### config.mk
export PLATFORM = sky130hd
export DESIGN_NAME = cordic_nco_sequencer
export DESIGN_NICKNAME = d
export VERILOG_FILES = /design/src/rtl/cordic_ctrl_pkg.sv /design/src/rtl/settle_timer.sv /design/src/rtl/cordic_nco_sequencer.sv
export SDC_FILE = /design/constraint.sdc
export NUM_CORES = 1
export LEC_CHECK = 0
export ABC_AREA = 1
export CAP_MARGIN = 20
export CORE_UTILIZATION = 70
export CTS_BUF_LIST = sky130_fd_sc_hd__clkbuf_8
export DETAILED_ROUTE_END_ITERATION = 12
export DONT_BUFFER_PORTS = 1
export GPL_TIMING_DRIVEN = 0
export HOLD_SLACK_MARGIN = 0.12
export PLACE_DENSITY = 0.86
export REMOVE_ABC_BUFFERS = 1
export SETUP_SLACK_MARGIN = 0.3
export SYNTH_ARGS = -nofsm -noshare
export SYNTH_HDL_FRONTEND = slang
export SYNTH_SLANG_ARGS = --single-unit
export TNS_END_PERCENT = 100
### constraint.sdc
create_clock -name clock -period 8.25 [get_ports clock]
set_input_delay 1.65 -clock clock [delete_from_list [all_inputs] [get_ports clock]]
set_output_delay 1.65 -clock clock [all_outputs]
set_load 0.005 [all_outputs]
### src/rtl/cordic_ctrl_pkg.sv
// rtl/cordic_ctrl_pkg.sv - shared constants and state encoding for the CORDIC NCO sequencer
package cordic_ctrl_pkg;

  localparam int CORDIC_LATENCY = 20;
  localparam int WF_DEFAULT     = 32;

  localparam logic [2:0] ST_IDLE      = 3'd0;
  localparam logic [2:0] ST_LOAD      = 3'd1;
  localparam logic [2:0] ST_SYNC      = 3'd2;
  localparam logic [2:0] ST_PHASE_RST = 3'd3;
  localparam logic [2:0] ST_SETTLE    = 3'd4;

  // Channel index width, never narrower than one bit.
  function automatic int chan_width(input int n);
    return (n > 1) ? $clog2(n) : 1;
  endfunction

endpackage

### src/rtl/settle_timer.sv
// rtl/settle_timer.sv - down-counter covering the CORDIC pipeline flush after an update
module settle_timer #(
  parameter int SETTLE = 20
) (
  input  logic clock,
  input  logic reset,
  input  logic load,
  output logic done
);

  localparam int TW = $clog2(SETTLE + 1);

  logic [TW-1:0] count;

  always_ff @(posedge clock) begin
    if (reset) begin
      count <= '0;
    end else if (load) begin
      count <= TW'(SETTLE - 1);
    end else if (count != '0) begin
      count <= count - TW'(1);
    end
  end

  assign done = (count == '0);

endmodule

### src/rtl/cordic_nco_sequencer.sv
// rtl/cordic_nco_sequencer.sv - shadowed frequency commit and phase-coherent restart for NUM_RX CORDICs
module cordic_nco_sequencer
  import cordic_ctrl_pkg::*;
#(
  parameter int NUM_RX = 4,
  parameter int WF     = WF_DEFAULT,
  parameter int SETTLE = CORDIC_LATENCY,
  parameter int CHW    = chan_width(NUM_RX)
) (
  input  logic                 clock,
  input  logic                 reset,
  input  logic                 wr_valid,
  output logic                 wr_ready,
  input  logic [CHW-1:0]       wr_chan,
  input  logic [WF-1:0]        wr_freq,
  input  logic                 commit,
  input  logic                 sync_req,
  output logic [NUM_RX*WF-1:0] freq_out,
  output logic [NUM_RX-1:0]    nco_reset,
  output logic [NUM_RX-1:0]    data_valid,
  output logic                 busy
);

  logic [2:0]        state;
  logic [WF-1:0]     shadow [NUM_RX];
  logic [NUM_RX-1:0] dirty;
  logic [NUM_RX-1:0] wr_hit;
  logic [NUM_RX-1:0] dirty_now;
  logic              pend_commit;
  logic              pend_sync;
  logic              wr_fire;
  logic              timer_load;
  logic              timer_done;

  assign wr_ready   = (state == ST_IDLE) || (state == ST_SETTLE);
  assign busy       = (state != ST_IDLE);
  assign wr_fire    = wr_valid && wr_ready;
  assign timer_load = (state == ST_LOAD) || (state == ST_PHASE_RST);

  // Out-of-range channel indices match no bit and are silently dropped.
  always_comb begin
    wr_hit = '0;
    for (int i = 0; i < NUM_RX; i++) begin
      if (wr_fire && (wr_chan == CHW'(i))) wr_hit[i] = 1'b1;
    end
  end

  assign dirty_now = dirty | wr_hit;

  settle_timer #(.SETTLE(SETTLE)) u_settle_timer (
    .clock (clock),
    .reset (reset),
    .load  (timer_load),
    .done  (timer_done)
  );

  always_ff @(posedge clock) begin
    if (reset) begin
      state       <= ST_PHASE_RST;
      dirty       <= '0;
      pend_commit <= 1'b0;
      pend_sync   <= 1'b0;
      freq_out    <= '0;
      nco_reset   <= '1;
      data_valid  <= '0;
      for (int i = 0; i < NUM_RX; i++) shadow[i] <= '0;
    end else begin
      for (int i = 0; i < NUM_RX; i++) begin
        if (wr_hit[i]) shadow[i] <= wr_freq;
      end
      dirty <= dirty_now;

      case (state)
        ST_IDLE: begin
          if (sync_req || pend_sync) begin
            state <= ST_SYNC;
          end else if (commit || pend_commit) begin
            if (|dirty_now) state <= ST_LOAD;
            else pend_commit <= 1'b0;
          end
        end
        ST_LOAD: begin
          for (int i = 0; i < NUM_RX; i++) begin
            if (dirty[i]) begin
              freq_out[i*WF +: WF] <= shadow[i];
              data_valid[i]        <= 1'b0;
            end
          end
          dirty       <= '0;
          pend_commit <= 1'b0;
          state       <= ST_SETTLE;
        end
        ST_SYNC: begin
          for (int i = 0; i < NUM_RX; i++) freq_out[i*WF +: WF] <= shadow[i];
          nco_reset   <= '1;
          data_valid  <= '0;
          dirty       <= '0;
          pend_sync   <= 1'b0;
          pend_commit <= 1'b0;
          state       <= ST_PHASE_RST;
        end
        ST_PHASE_RST: begin
          nco_reset <= '0;
          state     <= ST_SETTLE;
        end
        ST_SETTLE: begin
          if (timer_done) begin
            data_valid <= '1;
            state      <= ST_IDLE;
          end
        end
        default: state <= ST_IDLE;
      endcase

      // Requests seen while busy are remembered even if the current state clears them.
      if (state != ST_IDLE) begin
        if (commit)   pend_commit <= 1'b1;
        if (sync_req) pend_sync   <= 1'b1;
      end
    end
  end

endmodule

=== After elaboration in Yosys (flattened, before gate mapping) ===
Memories as Yosys holds them, arrays and structs flattened.
Index checks and enable logic that the tools add are counted.

* Register bits after elaboration: 150
* Bits in writable memories: 128
* Input bits: 39
* Output and inout port bits: 138
* Word-level logic and storage cells: 118
* Memories: 1

{| class="wikitable"
|+ Memory list
! name !! words !! width !! rd ports !! clocked after Yosys merged registers in !! write ports !! RTL line !! source
|-
| shadow || 4 || 32 || 4 || 0 || 4 || cordic_nco_sequencer.sv:25 || <nowiki>logic [WF-1:0] shadow [NUM_RX];</nowiki>
|}

* Add/sub/neg operators: 1
* Equal/unequal tests: 14
* Muxes and demuxes: 50
* Bitwise operators: 5
* Reductions and logical operators: 32

{| class="wikitable"
|+ Operator list
! kind !! count
|-
| $mux W32 || 8
|-
| $pmux W128 S2 || 1
|-
| $mux W1 || 30
|-
| $reduce_and A3 Y1 || 5
|-
| $mux W3 || 4
|-
| $pmux W3 S4 || 1
|-
| $pmux W4 S3 || 1
|-
| $mux W5 || 2
|-
| $ne A2 B2 Y1 const B || 5
|-
| $pmux W4 S2 || 1
|-
| $reduce_and A2 Y1 || 4
|-
| $eq A3 B2 Y1 const B || 2
|-
| $ne A3 B1 Y1 const B || 2
|-
| $reduce_bool A2 Y1 || 3
|-
| $reduce_bool A3 Y1 || 2
|-
| $reduce_or A2 Y1 || 3
|-
| $logic_and A1 B1 Y1 || 5
|-
| $logic_not A5 Y1 || 1
|-
| $reduce_bool A5 Y1 || 1
|-
| $sub A5 B1 Y5 const B || 1
|-
| $eq A2 B2 Y1 const B || 2
|-
| $logic_or A1 B1 Y1 || 4
|-
| $mux W4 || 1
|-
| $or A1 B1 Y1 || 4
|-
| other kinds (9) || 9
|}

=== Longest topological paths before layout ===
Gate-level depths: netlist of the first run.

* Depth in word-level cells: 13
* Gate-level depth with buffers: 8
* Depth with buffers taken out: 8

=== By module ===
From an unflattened synthesis of the first run, not the netlist that was laid out.

* Cell total of the unflattened synthesis: 997
* Area total of the unflattened synthesis: 9843.2 um^2

{| class="wikitable"
|+ By module, submodules not included
! module !! instances !! cells an instance !! area an instance (um^2) !! sequential area each (um^2)
|-
| cordic_nco_sequencer || 1 || 964 || 9603.0 || 6686.4
|-
| settle_timer || 1 || 33 || 240.2 || 100.1
|}

=== Least setup slack after synthesis of the first run ===
No wires, ideal clock.

* Kind: input to register
* Start: input wr_chan[0]
* End: memory shadow[2][0] (netlist name) (enable)
* Setup time: 466 ps
* Arrival time: 4058 ps
* Required time: 7784 ps
* Setup slack: 3726 ps
* Stages on the path: 3
* Buffers on the path: 0
* Path through: inv_1 -> nand2_1 -> o21ai_0

{| class="wikitable"
|+ RTL lines
! what !! RTL line !! source
|-
| start: declaration || cordic_nco_sequencer.sv:14 || <nowiki>input logic [CHW-1:0] wr_chan,</nowiki>
|-
| end: declaration || cordic_nco_sequencer.sv:25 ||
|}

=== Worst setup path after layout of the first run ===
* Start: register state[0]
* End: output busy

* Cells in the longest elaborated chain, start to end: 1

{| class="wikitable"
|+ RTL lines
! what !! RTL line !! source
|-
| start: declaration || cordic_nco_sequencer.sv:24 || <nowiki>logic [2:0] state;</nowiki>
|-
| start signal: assignment || cordic_nco_sequencer.sv:59 || <nowiki>state <= ST_PHASE_RST;</nowiki>
|-
| start signal: assignment || cordic_nco_sequencer.sv:76 || <nowiki>state <= ST_SYNC;</nowiki>
|-
| start signal: assignment || cordic_nco_sequencer.sv:78 || <nowiki>if (|dirty_now) state <= ST_LOAD;</nowiki>
|-
| $reduce_bool A3 Y1 || cordic_nco_sequencer.sv:36 || <nowiki>assign busy = (state != ST_IDLE);</nowiki>
|-
| end: declaration || cordic_nco_sequencer.sv:21 || <nowiki>output logic busy</nowiki>
|}

Every way passes these cells.

==> reports/metrics.yaml, run 1 <==
placed_design:
  dp.final_hpwl_mm: 13.3
  gp_routability_congestion: 0.782
  place.port_buffers: 0
  placed_cell_area_um2: 9970
sta:
  whs_ns: 0.450
  slew-limit-headroom_pct: 32.6
  fmax_ghz: 0.322
  finalHoldViolCount: 0
  rsz_0062_raised_after_global_routing: "no"
  finalWorstPathRequiredPeriod_ns: 3.10
  final-max-slew-violation-count: 0
  tightest_pin_transition_ns: 1.01
  setup_violations: 0
  layout_worst_path_cycle_share_pct: 37.6
  setup_tns_final_ns: 0
  clock_skew_ns: 0.0222
clock_network:
  clock_latency_of_the_later_clocked_register_in_the_worst_skew_pair_ns: 0.54
  cts_htree_levels: 2
  tritoncts.num_buffers: 42
  ctsHoldBuffers: 0
  clock_tree_from_tritoncts: "yes"
  cts_setup_buffers: 0
  clockBufferDepth: 3
  cts_num_sinks: 275
  cts-resized-gates: 0
  cts.clk_slew.worst_paths_ns: 0.07
  clk_root_buffer_cell: "sky130_fd_sc_hd__clkbuf_8"
grt:
  grt-ovfl-total: 0
  via_count_of_the_first_global_routing_pass: 7024
  global_route_wire_length_before_repair_mm: 36.0
  global_route_usage_over_all_layers_pct: 32.8
  grt_start_max_net_pins: 107
  antenna_found_initial: 0
power:
  sequentialPowerShare_pct: 53.0
  logic_gate_share_of_total_power_pct: 8.4
  p_sw_share_pct: 25.5
  pwr_density_cell_nw_per_um2: 281
  power.internal_uw: 2280
  clock_power_share_pct: 38.6
  power.leakage_uw: 0.00469
  peakVddDrop_v: 0.000222
  power_switching_uw: 778
setup_path:
  cpMaxStageDelayCell: "sky130_fd_sc_hd__dfxtp_1"
  timing.critical_path.cells: "inv_1 -> nand2_1 -> nor2_1 -> inv_1"
  path_max_fanout: 4
  worst_r2r_endpoint: "freq_out[78]"
  reg2reg_depth: 5
  endpoint_required_time_on_the_critical_path_ns: 6.60
  timing.critical_path.to_type: "output pin"
  cp_dominant_cell_by_count: "sky130_fd_sc_hd__inv_1"
  critical_path_buf_inv_count: 2
  critical_path_arrival_ns: 1.45
  rrSetupSlack_ns: 5.73
  timing.rr.start: "state[0]"
  path_delay_family: "flip-flops"
  cp-start-kind: "register"
  critical_path.max_stage_delay_ns: 0.47
  critPathKind: "reg2out"
drt:
  drt-total-wl_mm: 23.8
  first_pass_iters: 6
  antenna_nets_post_route: 0
  vias_per_cell: 5.94
  initialDrtViolationCount: 634
  vias: 7113
  wl_per_cell_um: 19.9
  drc_errors: 0
cells_and_area:
  finish.net_count: 1025
  areaGrowthSynthToFinish_pct: 9.34
  fillerInstances: 831
  stdcell_area_um2: 10900
  post_route_cells_drive_above_1_share_pct: 8.85
  antennaDiodeCount: 0
yosys:
  syn_area_per_cell_um2: 10.0
  syn-instance-count: 989
  synthesis.area_um2: 9930
  synth.yosys.seq_area_share_pct: 68.3
  ys_warn_count: 0
  flip_flop_and_latch_count_after_synthesis: 275
  netlist-cell-type-count: 26
hold_path:
  hold_path_startpoint: "shadow[2][27]"
  worstHoldPathCells: 2
  worstHoldEndpoint: "freq_out[91]"
  min_path_type: "reg2reg"
die:
  die-area_um2: 14700
  placementRows: 43
  fp.dieH_um: 121
  pin_count: 177
  fp.dieW_um: 121
  start_util_pct: 71.6
  design.core.area_um2: 13900
status:
  run_status: "finished clean"
flow_run:
  maxCapViolCount: 0
routing by layer:
| metal | share of wire, % | wire length, um | GRT usage (%) |
|---|---|---|---|
| met1 | 36 | 8650 | 38.5 |
| met2 | 49 | 11600 | 55.8 |
| met3 | 12 | 2910 | 11.4 |
| met4 | 2.6 | 626 | 11.7 |
| met5 | 0 | 0 | 0 |
kinds of logic (layout without fill, tap and decap cells):
kind of cell / after synthesis / count (layout) / share of synthesized area, %
flops: 275 / 275 / 68.3
xor+xnor: 2 / 2 / 0.176
compound gates: 154 / 154 / 8.04
fa+ha+maj: 1 / 1 / 0.126
simple gates: 445 / 445 / 17.5
buf+inv: 112 / 140 / 5.86
how the worst max path moves through the flow:
stage / from / end / cells past startpoint
floorplan: reset / shadow[2][0] / 2
global placement: reset / shadow[2][13] / 2
detailed placement: reset / shadow[0][17] / 4
CTS: state[0] / busy / 4
global route: state[0] / busy / 4
finish: state[0] / busy / 4
tightest hold or removal path: stages (launching register included):
cell,delay [ns]
sky130_fd_sc_hd__edfxtp_1,0.32
sky130_fd_sc_hd__nor2_1,0.04
sky130_fd_sc_hd__nor2_1,0.08
power groups by stage:
stage | sequential, uW | clock, uW | combinational [uW]
after floorplan | 1620 | 0 | 166
after global placement | 1640 | 0 | 227
final | 1620 | 1180 | 255
after global routing | 1630 | 1250 | 283
after CTS | 1620 | 1190 | 255
after detailed placement | 1640 | 0 | 250
Yosys cell counts:
library cell / number / share of area, %
sky130_fd_sc_hd__o21ai_2: 4 / 0.35
sky130_fd_sc_hd__nor2_2: 4 / 0.25
sky130_fd_sc_hd__clkbuf_1: 13 / 0.49
sky130_fd_sc_hd__inv_1: 51 / 1.9
sky130_fd_sc_hd__nor3_1: 2 / 0.10
sky130_fd_sc_hd__nand2_1: 25 / 0.94
sky130_fd_sc_hd__ha_1: 1 / 0.13
sky130_fd_sc_hd__nand4_1: 4 / 0.25
sky130_fd_sc_hd__o21ai_0: 136 / 6.9
sky130_fd_sc_hd__dfxtp_1: 147 / 30
sky130_fd_sc_hd__o211ai_1: 1 / 0.076
sky130_fd_sc_hd__buf_6: 12 / 1.4
sky130_fd_sc_hd__xnor2_1: 2 / 0.18
sky130_fd_sc_hd__inv_2: 6 / 0.23
sky130_fd_sc_hd__nor2_1: 396 / 15
sky130_fd_sc_hd__a21oi_1: 10 / 0.50
sky130_fd_sc_hd__nand3_4: 2 / 0.35
sky130_fd_sc_hd__nand2_2: 2 / 0.13
sky130_fd_sc_hd__clkbuf_8: 3 / 0.42
sky130_fd_sc_hd__a31oi_1: 1 / 0.063
sky130_fd_sc_hd__buf_4: 3 / 0.23
sky130_fd_sc_hd__edfxtp_1: 128 / 39
sky130_fd_sc_hd__nand3_1: 10 / 0.50
sky130_fd_sc_hd__a21oi_2: 1 / 0.088
sky130_fd_sc_hd__buf_2: 24 / 1.2
sky130_fd_sc_hd__o211a_1: 1 / 0.10
registers in the layout (all words and copies together), names as in the netlist:
| name | flops |
|---|---|
| data_valid | 4 |
| dirty | 4 |
| freq_out | 128 |
| nco_reset | 1 |
| pend_commit | 1 |
| pend_sync | 1 |
| shadow | 128 |
| state | 3 |
| u_settle_timer.count | 5 |
cells in the final DEF (no fill, tap or decap), drive strengths merged:
cell type,netlist,final
a21oi,11,11
a31oi,1,1
buf,39,7
bufinv,0,4
clkbuf,16,49
clkinv,0,10
dfxtp,147,147
edfxtp,128,128
ha,1,1
inv,57,70
nand2,27,27
nand3,12,12
nand4,4,4
nor2,400,400
nor3,2,2
o211a,1,1
o211ai,1,1
o21ai,140,140
xnor2,2,2
area by class of cell:
type                       instances  area (um2)  area share (%)
sequential                       275        6790            62.5
multi-input combinational        602        2600            23.9
clock buffer                      49         674            6.21
tap                              180         225            2.07
clock inverter                    27         218            2.00
inverter                          57         216            1.99
timing repair buffer               7         143            1.31
per-stage QoR:
stage	total power, uW	util, %	worst slack [ns]	std cells
2_1_floorplan	1780	-	2.38	934
3_3_place_gp	1870	70.5	-1.67	1114
3_5_place_dp	1890	71.8	4.71	1121
4_1_cts	3060	78.3	5.17	1197
5_1_grt	3160	78.3	5.08	1197
6_report	3050	78.3	5.15	1197
Power figures use the tool's default switching activity.
==> run 2, diff against run 1 <==
CORE_UTILIZATION = 65   (was 70)
PLACE_DENSITY = 0.81   (was 0.86)
clock period = 2.95 ns   (was 8.25 ns; I/O delays follow)
==> run 2 against run 1 <==
Against the previous run:
- the run now ends with DRC left
- combinational power grew to 2.8 times the previous value
- clock-buffer cell count grew 2
- clock skew shrank 0.00069 ns
- global-route usage shrank 3.6 points
- critical path depth grew 2
- sequential share of layout area grew 0.086 points
- setup slack lost 4.7 ns
- final cell count grew 0.75%
==> reports/metrics.yaml, run 2 (same netlist as run 1, synthesis figures left out) <==
sta:
  final.setup.worst_slack_ns: 0.408  # -4.74 ns
  slew-limit-headroom_pct: 31.2  # -1.4 points
  setup_tns_final_ns: 0  # unchanged
  final-max-slew-violation-count: 0  # unchanged
  rsz_0062_raised_after_global_routing: "no"
  fmax_ghz: 0.393
  layout_worst_path_cycle_share_pct: 86.2
  setup_violations: 0  # unchanged
  finalHoldViolCount: 0  # unchanged
  tightest_pin_transition_ns: 1.03  # +0.0235 ns
  finalWorstPathRequiredPeriod_ns: 2.54
  clock_skew_ns: 0.0215  # -0.000688 ns
grt:
  global_route_wire_length_before_repair_mm: 35.4  # -1.8%
  antenna_found_initial: 0  # unchanged
  globalRoute.busiestLayer: "met2"
  grt.met2_usage_pct: 48.3  # -7.5 points
  via_count_of_the_first_global_routing_pass: 6798  # -3.2%
  global_route_usage_over_all_layers_pct: 29.2  # -3.6 points
  grt_start_max_net_pins: 84  # -21%
  use_met1_pct: 35.6  # -2.9 points
  grt_use_met3_pct: 9.18  # -2.2 points
  grt-ovfl-total: 0  # unchanged
die:
  fp.dieH_um: 126  # +3.7%
  placementRows: 44  # +2.3%
  fp.dieW_um: 126  # +3.7%
  die-area_um2: 15800  # +7.6%
  design.core.area_um2: 14700  # +5.9%
  pin_count: 177  # unchanged
  start_util_pct: 67.6  # -4.0 points
placed_design:
  dp.final_hpwl_mm: 13.2  # -0.67%
  dpl_worst_slack_ns: 0.231  # -4.48 ns
  place.port_buffers: 0  # unchanged
  placed_cell_area_um2: 10000  # +0.53%
  gp_routability_congestion: 0.794  # +1.5%
cells_and_area:
  postLayoutCoreUtil_pct: 73.8  # -4.5 points
  fillerInstances: 956  # +15%
  antennaDiodeCount: 0  # unchanged
  areaGrowthSynthToFinish_pct: 9.19
  post_route_cells_drive_above_1_share_pct: 8.61  # -0.24 points
  final_cell_mix: "sky130_fd_sc_hd__nor2_1 (396), sky130_fd_sc_hd__dfxtp_1 (147), sky130_fd_sc_hd__o21ai_0 (135)"
  biggestRegsByFlops: "freq_out (128), shadow (128), u_settle_timer.count (5)"
  register_area_um2: 6790  # unchanged
  area_of_the_multi_input_gates_um2: 2610  # +0.34%
  finish.net_count: 1029  # +0.39%
  commonest_non_fill_non_tap_cell_in_the_layout: "sky130_fd_sc_hd__nor2_1"
  stdcell_area_um2: 10800  # -0.14%
drt:
  wl_per_cell_um: 19.2  # -3.3%
  drc_errors: 13  # +13
  vias: 6866  # -3.5%
  first_pass_iters: 9  # +3
  vias_per_cell: 5.69  # -4.2%
  initialDrtViolationCount: 503  # -21%
  drt-total-wl_mm: 23.2  # -2.6%
  antenna_nets_post_route: 0  # unchanged
clock_network:
  cts_num_sinks: 275  # unchanged
  cts.clk_slew.worst_paths_ns: 0.06  # about the same
  cts_htree_levels: 2  # unchanged
  clock_latency_of_the_later_clocked_register_in_the_worst_skew_pair_ns: 0.54  # about the same
  tritoncts.num_buffers: 42  # unchanged
  cts_setup_buffers: 0  # unchanged
  clock_tree_from_tritoncts: "yes"
  clockBufferDepth: 3  # unchanged
  clk_root_buffer_cell: "sky130_fd_sc_hd__clkbuf_8"
flow_run:
  maxCapViolCount: 0  # unchanged
setup_path:
  critical_path_arrival_ns: 2.97  # +1.52 ns
  rrSetupSlack_ns: 0.41  # -5.32 ns
  path_max_fanout: 33  # +29
  cp-start-kind: "register"
  endpoint_required_time_on_the_critical_path_ns: 3.37  # -3.23 ns
  timing.critical_path.to_type: "register"
  critPathKind: "reg2reg"
power:
  power.leakage_uw: 0.00469  # about the same
  design_power_total_uw: 8200  # +170%
  pwr_density_cell_nw_per_um2: 756  # +170%
  peakVddDrop_v: 0.000418  # +89%
status:
  violations: "DRC"
  run_status: "finished, violations left"
hold_path:
  min_path_type: "in2reg"
[run 2: changes by cell type in the layout (fill, tap and decap cells not counted), sizes merged]
cell         change
o21ai            +1
inv              +4
bufinv           -4
buf              +2
clkbuf           +2
clkinv           -2
clkinvlp         +1
dlygate4sd3      +1
[run 2: cell type report]
type                    instances  area share [%]
flip-flops and latches        275            62.6
multi-input cells             603            24.0
clock buffers                  51            6.47
well taps                     184            2.12
inverters                      57            2.00
repair buffers                 10            1.85
clock inverters                26           0.957
[run 2: critical path: stages (launching register included)]
cell                      delay [ns]
sky130_fd_sc_hd__dfxtp_1        0.35
sky130_fd_sc_hd__inv_2          0.10
sky130_fd_sc_hd__nand3_4        0.20
sky130_fd_sc_hd__o21ai_4        0.82
sky130_fd_sc_hd__inv_2          0.57
sky130_fd_sc_hd__nor2_1         0.28
sky130_fd_sc_hd__nor2_1         0.07
[run 2: repair_timing]
action                                  CTS  global route
gates resized for setup                   0             0
endpoints found under the setup margin    0             1
endpoints found under the hold margin     4             0
hold buffers                              1             0
[run 2: power by group]
part           internal (uW)  switching, uW  leakage, uW
logic                    195            520      0.00169
registers               4300            223      0.00253
clock network           1560           1400     0.000475
total                   6060           2140      0.00469
[run 2: worst paths after layout]
check | from | to | cells after the start
max | state[1] | freq_out[32] | 6
min | sync_req | pend_sync | 2
min reg2reg | pend_sync | pend_sync | 2
max reg2reg | state[1] | freq_out[32] | 6
[run 2: per-layer routing]
metal	up-vias	part of all wire, %	routed length [um]
met5	-	0	0
met4	0	2.5	577
met3	48	11	2450
met2	334	48	11000
met1	3265	39	9150
li1	3219	-	-
[run 2: stage by stage]
| step | std cells | hold slack (ns) |
|---|---|---|
| finish | 1206 | 0.193 |
| global route | 1206 | 0.188 |
| CTS | 1205 | 0.181 |
| detailed placement | 1127 | 0.452 |
| global placement | 1118 | 0.445 |
| floorplan | 934 | 0.433 |
==> run 3, diff against run 2 <==
SETUP_SLACK_MARGIN = 0.2   (was 0.3)
==> run 3 against run 2 <==
Against the previous run:
- the run still ends with DRC left
- flip-flop and latch count is the same
- final cell count is essentially flat
- cell area is essentially flat
- non-clock buffer count is the same
- register-to-register slack gained 0.08 ns
- fmax grew 3.1%
- clock skew shrank 0.0081 ns
- via count shrank 0.68%
- first-iteration DRC count shrank 2.8%
- critical path depth is the same
- clock power is essentially flat
==> reports/metrics.yaml, run 3 (same netlist as run 1, synthesis figures left out) <==
status:
  run_status: "finished, violations left"
  violations: "DRC"
sta:
  layout_worst_path_cycle_share_pct: 83.6  # -2.6 points
  clock_skew_ns: 0.0134  # -0.00812 ns
  setup_violations: 0  # unchanged
  slew-limit-headroom_pct: 35.0  # +3.7 points
  tightest_pin_transition_ns: 0.972  # -0.0591 ns
  finalHoldViolCount: 0  # unchanged
  whs_ns: 0.195  # +0.00206 ns
  fmax_ghz: 0.405  # +3.1%
  setup_tns_final_ns: 0  # unchanged
  final-max-slew-violation-count: 0  # unchanged
  rsz_0062_raised_after_global_routing: "no"
  finalWorstPathRequiredPeriod_ns: 2.47  # -0.0753 ns
setup_path:
  timing.critical_path.cells: "inv_2 -> nand3_4 -> o21ai_4 -> inv_2 -> nor2_1 -> nor2_1"
  timing.critical_path.to_type: "register"
  critical_path_arrival_ns: 2.89  # -0.08 ns
  endpoint_required_time_on_the_critical_path_ns: 3.37  # about the same
  rrSetupSlack_ns: 0.48  # +0.08 ns
  cpMaxStageDelayCell: "sky130_fd_sc_hd__o21ai_4"
  critPathKind: "reg2reg"
  path_max_fanout: 33  # unchanged
  cp-start-kind: "register"
  critical_path_buf_inv_count: 2  # unchanged
  path_delay_family: "compound AO/OA/AOI/OAI gates"
  critical_path.max_stage_delay_ns: 0.78  # -0.04 ns
cells_and_area:
  post_layout_nonfiller_instances: 1205  # -0.083%
  biggestRegsByFlops: "freq_out (128), shadow (128), u_settle_timer.count (5)"
  fillerInstances: 956  # unchanged
  areaGrowthSynthToFinish_pct: 9.11  # about the same
  post_route_cells_drive_above_1_share_pct: 8.52  # -0.090 points
  antennaDiodeCount: 0  # unchanged
  commonest_non_fill_non_tap_cell_in_the_layout: "sky130_fd_sc_hd__nor2_1"
  final_cell_mix: "sky130_fd_sc_hd__nor2_1 (396), sky130_fd_sc_hd__dfxtp_1 (147), sky130_fd_sc_hd__o21ai_0 (135)"
  postLayoutCoreUtil_pct: 73.7  # about the same
  finish.net_count: 1028  # -0.097%
  stdcell_area_um2: 10800  # about the same
grt:
  grt-ovfl-total: 0  # unchanged
  grt_start_max_net_pins: 84  # unchanged
  antenna_found_initial: 0  # unchanged
  global_route_usage_over_all_layers_pct: 29.2  # unchanged
  via_count_of_the_first_global_routing_pass: 6798  # unchanged
  global_route_wire_length_before_repair_mm: 35.4  # unchanged
drt:
  vias_per_cell: 5.66  # -0.60%
  wl_per_cell_um: 18.8  # -2.4%
  drt-total-wl_mm: 22.6  # -2.5%
  initialDrtViolationCount: 489  # -2.8%
  drc_errors: 13  # unchanged
  antenna_nets_post_route: 0  # unchanged
  first_pass_iters: 12  # +3
  vias: 6819  # -0.68%
clock_network:
  clock_tree_from_tritoncts: "yes"
  cts-resized-gates: 0  # unchanged
  cts_setup_buffers: 0  # unchanged
  clock_latency_of_the_later_clocked_register_in_the_worst_skew_pair_ns: 0.53  # about the same
  clockBufferDepth: 3  # unchanged
  cts_htree_levels: 2  # unchanged
  tritoncts.num_buffers: 42  # unchanged
  cts.clk_slew.worst_paths_ns: 0.06  # about the same
  clk_root_buffer_cell: "sky130_fd_sc_hd__clkbuf_8"
  cts_num_sinks: 275  # unchanged
placed_design:
  place.port_buffers: 0  # unchanged
  post-place-cells: 1127  # unchanged
  dp.final_hpwl_mm: 13.2  # unchanged
  gp_routability_congestion: 0.794  # unchanged
  placed_cell_area_um2: 10000  # unchanged
die:
  start_util_pct: 67.6  # unchanged
  design.core.area_um2: 14700  # unchanged
  fp.dieH_um: 126  # unchanged
  placementRows: 44  # unchanged
  fp.dieW_um: 126  # unchanged
  pin_count: 177  # unchanged
  die-area_um2: 15800  # unchanged
power:
  power.leakage_uw: 0.00469  # about the same
  peakVddDrop_v: 0.000415  # -0.86%
  pwr_density_cell_nw_per_um2: 755  # -0.16%
hold_path:
  min_path_type: "in2reg"
flow_run:
  maxCapViolCount: 0  # unchanged
## run 3: cell count changes in the layout (fill, tap and decap cells not counted), sizes merged
cell / change
o21ai: -1
## run 3: timing repair
item                                    CTS  global route
endpoints found under the setup margin    0             0
endpoints found under the hold margin     4             0
hold buffers                              1             0
## run 3: path summary, 6_finish.rpt
path / startpoint / end / cells past startpoint
min reg2reg: shadow[1][3] / freq_out[35] / 2
max: state[1] / freq_out[108] / 6
max reg2reg: state[1] / freq_out[108] / 6
min: sync_req / pend_sync / 2
## run 3: metrics by stage
stage,total power (uW),worst slack [ns]
2_1_floorplan,4990,-1.86
3_3_place_gp,5230,-5.82
3_5_place_dp,5290,0.231
4_1_cts,8210,0.457
5_1_grt,8510,0.294
6_report,8180,0.484
## run 3: per-layer routing
layer	track usage, %	up-vias	share of wire, %
met1	35.6	3237	39
met5	0	-	0
met4	11.8	0	2.5
li1	-	3212	-
met3	9.18	49	11
met2	48.3	321	48
## run 3: cell type report
cell class	instances	area, um2	area share, %
flip-flops and latches	275	6790	62.6
well taps	184	230	2.12
clock inverters	26	104	0.958
clock buffers	51	702	6.48
multi-input cells	602	2600	24.0
repair buffers	10	200	1.85
inverters	57	216	2.00
## run 3: power by group
group / internal [uW] / switching [uW]
Clock: 1560 / 1400
Sequential: 4300 / 223
Combinational: 194 / 507
Total: 6060 / 2120
